==> src/rtl/seq_divider.sv <==
// seq_divider: restoring (shift-subtract) sequential divider, one quotient bit
// per clock, with a start/busy/done handshake.
// Optional feature macro: DIV_SIGNED_EN -- when defined, operands and results
// are two's complement (magnitudes go through the unsigned core, signs are
// restored on the edge that raises done). Undefined: unsigned only.
module seq_divider #(
  parameter int unsigned WIDTH = 4
) (
  input  logic             clk,
  input  logic             rst_n,
  input  logic             start,
  input  logic [WIDTH-1:0] dividend,
  input  logic [WIDTH-1:0] divisor,
  output logic             busy,
  output logic             done,
  output logic [WIDTH-1:0] quotient,
  output logic [WIDTH-1:0] remainder,
  output logic             div_by_zero
);

  localparam int unsigned CW = $clog2(WIDTH + 1);

  typedef enum logic [1:0] {
    IDLE = 2'd0,
    CALC = 2'd1,
    DONE = 2'd2
  } state_e;

  state_e           state_q, state_d;
  logic [CW-1:0]    cnt_q, cnt_d;
  // Partial remainder is always < divisor between iterations, so WIDTH bits
  // suffice in storage; the WIDTH+1-bit P exists only as part_sh.
  logic [WIDTH-1:0] part_q, part_d;
  // Dividend shifts out at the MSB while quotient bits shift in at the LSB.
  logic [WIDTH-1:0] dvd_q, dvd_d;
  logic [WIDTH-1:0] dvs_q, dvs_d;
  // Zero divisor: one bubble cycle so done rises one edge after accept.
  logic             zpend_q, zpend_d;
  logic [WIDTH-1:0] quo_q, quo_d;
  logic [WIDTH-1:0] rem_q, rem_d;
  logic             dz_q, dz_d;

  logic [WIDTH:0]   part_sh;
  logic             ge;
  logic [WIDTH-1:0] part_sub;
  logic [WIDTH-1:0] dvd_mag;
  logic [WIDTH-1:0] dvs_mag;
  logic [WIDTH-1:0] quo_fix;
  logic [WIDTH-1:0] rem_fix;

`ifdef DIV_SIGNED_EN
  logic qneg_q, qneg_d;
  logic rneg_q, rneg_d;
`endif

  // One restoring iteration: shift in next dividend bit, trial-subtract divisor.
  always_comb begin
    part_sh  = {part_q, dvd_q[WIDTH-1]};
    ge       = (part_sh >= {1'b0, dvs_q});
    part_sub = part_sh[WIDTH-1:0] - dvs_q;
  end

  // Operand magnitudes on the way in, sign restoration on the way out.
  always_comb begin
`ifdef DIV_SIGNED_EN
    dvd_mag = dividend[WIDTH-1] ? (~dividend + 1'b1) : dividend;
    dvs_mag = divisor[WIDTH-1]  ? (~divisor  + 1'b1) : divisor;
    quo_fix = qneg_q ? (~dvd_q  + 1'b1) : dvd_q;
    rem_fix = rneg_q ? (~part_q + 1'b1) : part_q;
`else
    dvd_mag = dividend;
    dvs_mag = divisor;
    quo_fix = dvd_q;
    rem_fix = part_q;
`endif
  end

  // Next-state and datapath control; everything holds unless changed below.
  always_comb begin
    state_d = state_q;
    cnt_d   = cnt_q;
    part_d  = part_q;
    dvd_d   = dvd_q;
    dvs_d   = dvs_q;
    zpend_d = zpend_q;
    quo_d   = quo_q;
    rem_d   = rem_q;
    dz_d    = dz_q;
`ifdef DIV_SIGNED_EN
    qneg_d  = qneg_q;
    rneg_d  = rneg_q;
`endif
    case (state_q)
      IDLE, DONE: begin
        if (zpend_q) begin
          // Deliver the divide-by-zero result; start in this cycle is dropped
          // because the previous request is still being answered.
          state_d = DONE;
          zpend_d = 1'b0;
          quo_d   = '1;
          rem_d   = dvd_q;
          dz_d    = 1'b1;
        end else if (start) begin
          if (divisor == '0) begin
            state_d = IDLE;
            zpend_d = 1'b1;
            dvd_d   = dividend;
          end else begin
            state_d = CALC;
            cnt_d   = '0;
            part_d  = '0;
            dvd_d   = dvd_mag;
            dvs_d   = dvs_mag;
`ifdef DIV_SIGNED_EN
            qneg_d  = dividend[WIDTH-1] ^ divisor[WIDTH-1];
            rneg_d  = dividend[WIDTH-1];
`endif
          end
        end else begin
          state_d = IDLE;
        end
      end
      CALC: begin
        if (cnt_q == CW'(WIDTH)) begin
          state_d = DONE;
          cnt_d   = '0;
          quo_d   = quo_fix;
          rem_d   = rem_fix;
          dz_d    = 1'b0;
        end else begin
          part_d = ge ? part_sub : part_sh[WIDTH-1:0];
          dvd_d  = {dvd_q[WIDTH-2:0], ge};
          cnt_d  = cnt_q + CW'(1);
        end
      end
      default: begin
        state_d = IDLE;
      end
    endcase
  end

  // State and datapath registers, cleared asynchronously.
  always_ff @(posedge clk or negedge rst_n) begin
    if (!rst_n) begin
      state_q <= IDLE;
      cnt_q   <= '0;
      part_q  <= '0;
      dvd_q   <= '0;
      dvs_q   <= '0;
      zpend_q <= 1'b0;
      quo_q   <= '0;
      rem_q   <= '0;
      dz_q    <= 1'b0;
    end else begin
      state_q <= state_d;
      cnt_q   <= cnt_d;
      part_q  <= part_d;
      dvd_q   <= dvd_d;
      dvs_q   <= dvs_d;
      zpend_q <= zpend_d;
      quo_q   <= quo_d;
      rem_q   <= rem_d;
      dz_q    <= dz_d;
    end
  end

`ifdef DIV_SIGNED_EN
  // Result sign flags captured at accept.
  always_ff @(posedge clk or negedge rst_n) begin
    if (!rst_n) begin
      qneg_q <= 1'b0;
      rneg_q <= 1'b0;
    end else begin
      qneg_q <= qneg_d;
      rneg_q <= rneg_d;
    end
  end
`endif

  // Handshake and result outputs straight from registers.
  always_comb begin
    busy        = (state_q == CALC);
    done        = (state_q == DONE);
    quotient    = quo_q;
    remainder   = rem_q;
    div_by_zero = dz_q;
  end

endmodule
==> config.mk <==
export PLATFORM = sky130hd
export DESIGN_NAME = seq_divider
export DESIGN_NICKNAME = d
export VERILOG_FILES = /design/src/rtl/seq_divider.sv
export SDC_FILE = /design/constraint.sdc
export NUM_CORES = 1
export LEC_CHECK = 0
export ABC_AREA = 1
export ABC_CLOCK_PERIOD_IN_PS = 1600
export CAP_MARGIN = 20
export CORE_MARGIN = 2
export CORE_UTILIZATION = 45
export DETAILED_ROUTE_END_ITERATION = 10
export GPL_ROUTABILITY_DRIVEN = 0
export PLACE_DENSITY = 0.71
export SLEW_MARGIN = 20
export SYNTH_ARGS = -nofsm -noshare
export SYNTH_HDL_FRONTEND = slang
export SYNTH_SLANG_ARGS = --single-unit
==> constraint.sdc <==
create_clock -name clk -period 1.6 [get_ports clk]
set_input_delay 0.24 -clock clk [delete_from_list [all_inputs] [get_ports clk]]
set_output_delay 0.24 -clock clk [all_outputs]
set_load 0.02 [all_outputs]
# [Word level (Yosys, flattened, before mapping)]
# Index checks and enable logic that the tools add are counted.
[word_totals] ff_bits=27 inputBits=11 word_cells=64
[op_classes] add_sub_neg=2 magnitude_cmp=1 eq_ne=9 muxes=32 bitwise_logic=2 reduce_logical=9
[ops] operator="$mux W4" n=12
[ops] operator="$pmux W4 S2" n=4
[ops] operator="$mux W3" n=4
[ops] operator="$reduce_and A4 Y1" n=3
[ops] operator="$ne A2 B2 Y1 const B" n=5
[ops] operator="$mux W1" n=6
[ops] operator="$mux W2" n=3
[ops] operator="$pmux W3 S2" n=1
[ops] operator="$ge A5 B4 Y1" n=1
[ops] operator="$reduce_and A5 Y1" n=1
[ops] operator="$logic_not A4 Y1" n=1
[ops] operator="$pmux W2 S2" n=1
[ops] operator="$sub A4 B4 Y4" n=1
[ops] operator="$add A3 B1 Y3 const B" n=1
[ops] operator="$eq A3 B3 Y1 const B" n=1
[ops] operator="$reduce_and A3 Y1" n=1
[ops] operator="$eq A2 B1 Y1 const B" n=1
[ops] operator="$eq A2 B2 Y1 const B" n=1
[ops] operator="$logic_not A2 Y1" n=1
[ops] operator="$ne A2 B1 Y1 const B" n=1
[ops] operator="$not A1 Y1" n=2
[ops] operator="$pmux W1 S2" n=1
[ops] operator="$reduce_bool A2 Y1" n=1
[ops] operator="$reduce_or A2 Y1" n=1

# [Longest topological paths before layout]
[depth] depth_word=5 mapped_depth=11

# [Worst setup path after synthesis]
# OpenSTA, ideal clock, no wires.
[synth_timing] kind="register to register" from="reg part_q[1]" to="reg dvd_q[0]" arrival_time_ns=1.436 path_slack_ns=0.041 stages_incl_launch_ff=8 path_buffers=0 period_less_slack_ns=1.559 path_cell_list="dfrtp_1 -> ha_1 -> a21oi_1 -> nand2_1 -> nand2_1 -> nand2_1 -> o21ai_0 -> nand2_1"
[synth_between] elab_chain_cells=3
[synth_rtl] item="start: declaration" line_no="33" rtl="logic [WIDTH-1:0] part_q, part_d;"
[synth_rtl] item="start signal: assignment" line_no="157" rtl="part_q <= part_d;"
[synth_rtl] item="$ge A5 B4 Y1" line_no="59" rtl="ge = (part_sh >= {1'b0, dvs_q});"
[synth_rtl] item="$mux W4" line_no="124" rtl="if (cnt_q == CW'(WIDTH)) begin"
[synth_rtl] item="$pmux W4 S2" line_no="93" rtl="case (state_q)"
[synth_rtl] item="end signal: assignment" line_no="158" rtl="dvd_q <= dvd_d;"
[synth_rtl] item="end: declaration" line_no="35" rtl="logic [WIDTH-1:0] dvd_q, dvd_d;"
# No other way between the ends. The select of a mux whose other input is x is not followed.
# A chain may end at the register's enable or synchronous reset.

# [Final worst setup path]
[layout_timing] from="reg quo_q[3], in the netlist quotient[3]" to="out quotient[3]"
[layout_lines] item="start: declaration" line_no="39" rtl="logic [WIDTH-1:0] quo_q, quo_d;"
[layout_lines] item="start signal: assignment" line_no="161" rtl="quo_q <= quo_d;"
[layout_lines] item="end: declaration" line_no="16" rtl="output logic [WIDTH-1:0] quotient,"
# No word-level cell between the ends.

==> summary.txt <==
max-slew violations = 0
antenna violations before repair = 0
skew final = 0.00361 ns
pwr dens = 2210 nW/µm²
Routed WL = 2930 µm
number of global-route vias before repair = 1206
Congestion Overflow GR = 0
Ant. Diodes = 0
P&R area growth vs syn = 25.7%
most common cell in the synthesized netlist = nand2_1
PnR worst setup slack = 0.0466 ns
Synth cell types = 18
wire length on met3 = 134 µm
Die Wd = 59.7 µm
Synth top area share = 48.4%
Worst VDD drop = 0.000971 V
synth warn = 0
Gate Count Post-Synth = 177
Iteration-0 DRC Markers = 47
Worst-Margin Slew = 0.370 ns
synth top area cells = dfrtp_1, nand2_1, inv_1
Seq/Total Area, Yosys = 48.4%
number of buffers added on ports = 21
Max Freq = 644 MHz
RSZ-0062 raised after global routing = no
Initial Util = 46.5%
R2R depth = 10
CP required = 1.36 ns
CP Max Fanout = 2
Top Family by Delay on Critical Path = buffers and inverters
syn_nets = 195
Num CTS Buffers = 3
CORE AREA = 3000 µm²
post-route DRC violation count = 0
max incr delay on CP = 0.60 ns
CTS Buffer Depth = 2
std cell rows = 20
Buf+Inv Stages, Crit Path = 1
Setup CP Type = flip-flop to primary output
syn avg cell area = 7.88 µm²
first-pass iteration count of the detailed router = 4
Critical Path AT = 1.31 ns
post-DR wirelength/cell = 12.2 µm
endpoints failing hold = 0
die area = 3560 µm²
CTS hold repair buffers = 0
largest area contributor in the netlist = dfrtp_1
DP Worst Slack = 0.00986 ns
NumNets Final = 227
CP Launch Type = flip-flop
WL met2 = 1440 µm
top cells by count, synth = nand2_1, dfrtp_1, inv_1
crit path capture type = primary output
max cap viols = 0
status = finished, final reports clean
Final HPWL DP = 2190 µm
antenna viol nets, final = 0
slowest CP cell = clkdlybuf4s50_1
vias per cell = 4.99
DR top layer = met4
io pins = 22
Clk pin slew, worst setup/hold paths = 0.15 ns
Max-slew headroom = 75.2%
Post-synth EDFFs = 0
post-route setup TNS = 0 ns
Total GRT Usage = 18.4%
final critical-path share of the clock period = 97.1%
post-route minimum period = 1.55 ns
share of cells above drive strength 1 = 10.6%
final number of setup-violating endpoints = 0
leakage = 0.000939 µW
async set-reset flop share out of synthesis = 100%
DR vias = 1203
Post-synth top flop = dfrtp_1
Synth Cell Area = 1400 µm²
H-tree depth = 1
worst hold margin = 0.266 ns
wl on met1 = 1320 µm
clock sinks = 27
clock root buffer = clkbuf_4
first-pass GRT wire length = 4910 µm
worst min path class = input pin to async pin
cell depth of the worst setup path = 1
Die H = 59.7 µm
FILL cells = 282
clock latency on the worst-skew pair = 0.34 ns
CTS tree = yes
Cell Chain, Critical Path = clkdlybuf4s50_1
largest net degree at the start of global routing = 28
register bit total from synthesis = 27
-- metal layers --
metal,GRT usage [%],vias to the layer above
met2,32.8,28
met4,7.62,0
met3,2.60,5
met5,0,-
li1,-,620
met1,22.2,550
-- logic make-up after synthesis --
family | share of synthesized area [%]
compound gates | 9.42
xor+xnor | 1.26
fa+ha+maj | 6.82
buf+inv | 8.61
flops | 48.4
simple gates | 25.5
-- final timing paths --
check,start,end,slack (ns)
setup / recovery,quotient[3],quotient[3],0.05
hold / removal,rst_n,remainder[1],0.27
setup reg to reg,part_q[0],part_q[3],0.14
hold reg to reg,div_by_zero,div_by_zero,0.50
max in group asynchronous,rst_n,cnt_q[0],1.08
min in group clk,divisor[1],dvs_q[1],0.49
-- per-stage QoR --
stage | cells | utilization (%) | cell area (µm²) | total power, µW
after floorplan | 177 | - | 1400 | 2740
after global placement | 235 | 55.7 | 1670 | 3370
after detailed placement | 235 | 55.7 | 1670 | 3470
after CTS | 239 | 56.6 | 1700 | 3770
after global routing | 241 | 58.4 | 1750 | 4270
final | 241 | 58.4 | 1750 | 3880
-- sequential cells by signal, indices dropped and copies added (netlist names) --
| register | flops |
|---|---|
| dvs_q | 4 |
| div_by_zero | 1 |
| zpend_q | 1 |
| state_q | 2 |
| quotient | 4 |
| dvd_q | 4 |
| cnt_q | 3 |
| remainder | 4 |
| part_q | 4 |
-- layout by cell type, fill, tap and decap left out, types with 3 or more instances in the layout --
cell type	instances
a31oi_1	8
ha_1	4
nor2_1	18
dfrtp_1	27
clkbuf_4	3
nand2_1	57
inv_1	23
o21ai_0	9
buf_4	9
clkdlybuf4s50_1	14
dlymetal6s2s_1	5
nand3_1	12
-- what timing repair did --
item,4_1_cts,5_1_grt
resized for setup,3,13
setup endpoints to repair,3,11
buffers inserted,0,2
cloned,0,0
pin swaps,0,2
-- power by group --
part	leakage (µW)	internal [µW]	switching, µW	total, µW
Clock	0.0000150	98.1	212	310
Sequential	0.000322	1000	203	1210
Combinational	0.000602	981	1380	2360
-- cell type report --
cell class                      instances  area [µm²]  area share, %
Sequential cell                        27         676           38.5
Multi-Input combinational cell        122         633           36.1
Timing Repair Buffer                   30         284           16.2
Inverter                               25        93.8           5.35
Tap cell                               33        41.3           2.35
Clock buffer                            4        26.3           1.50
Power figures use the tool's default switching activity.
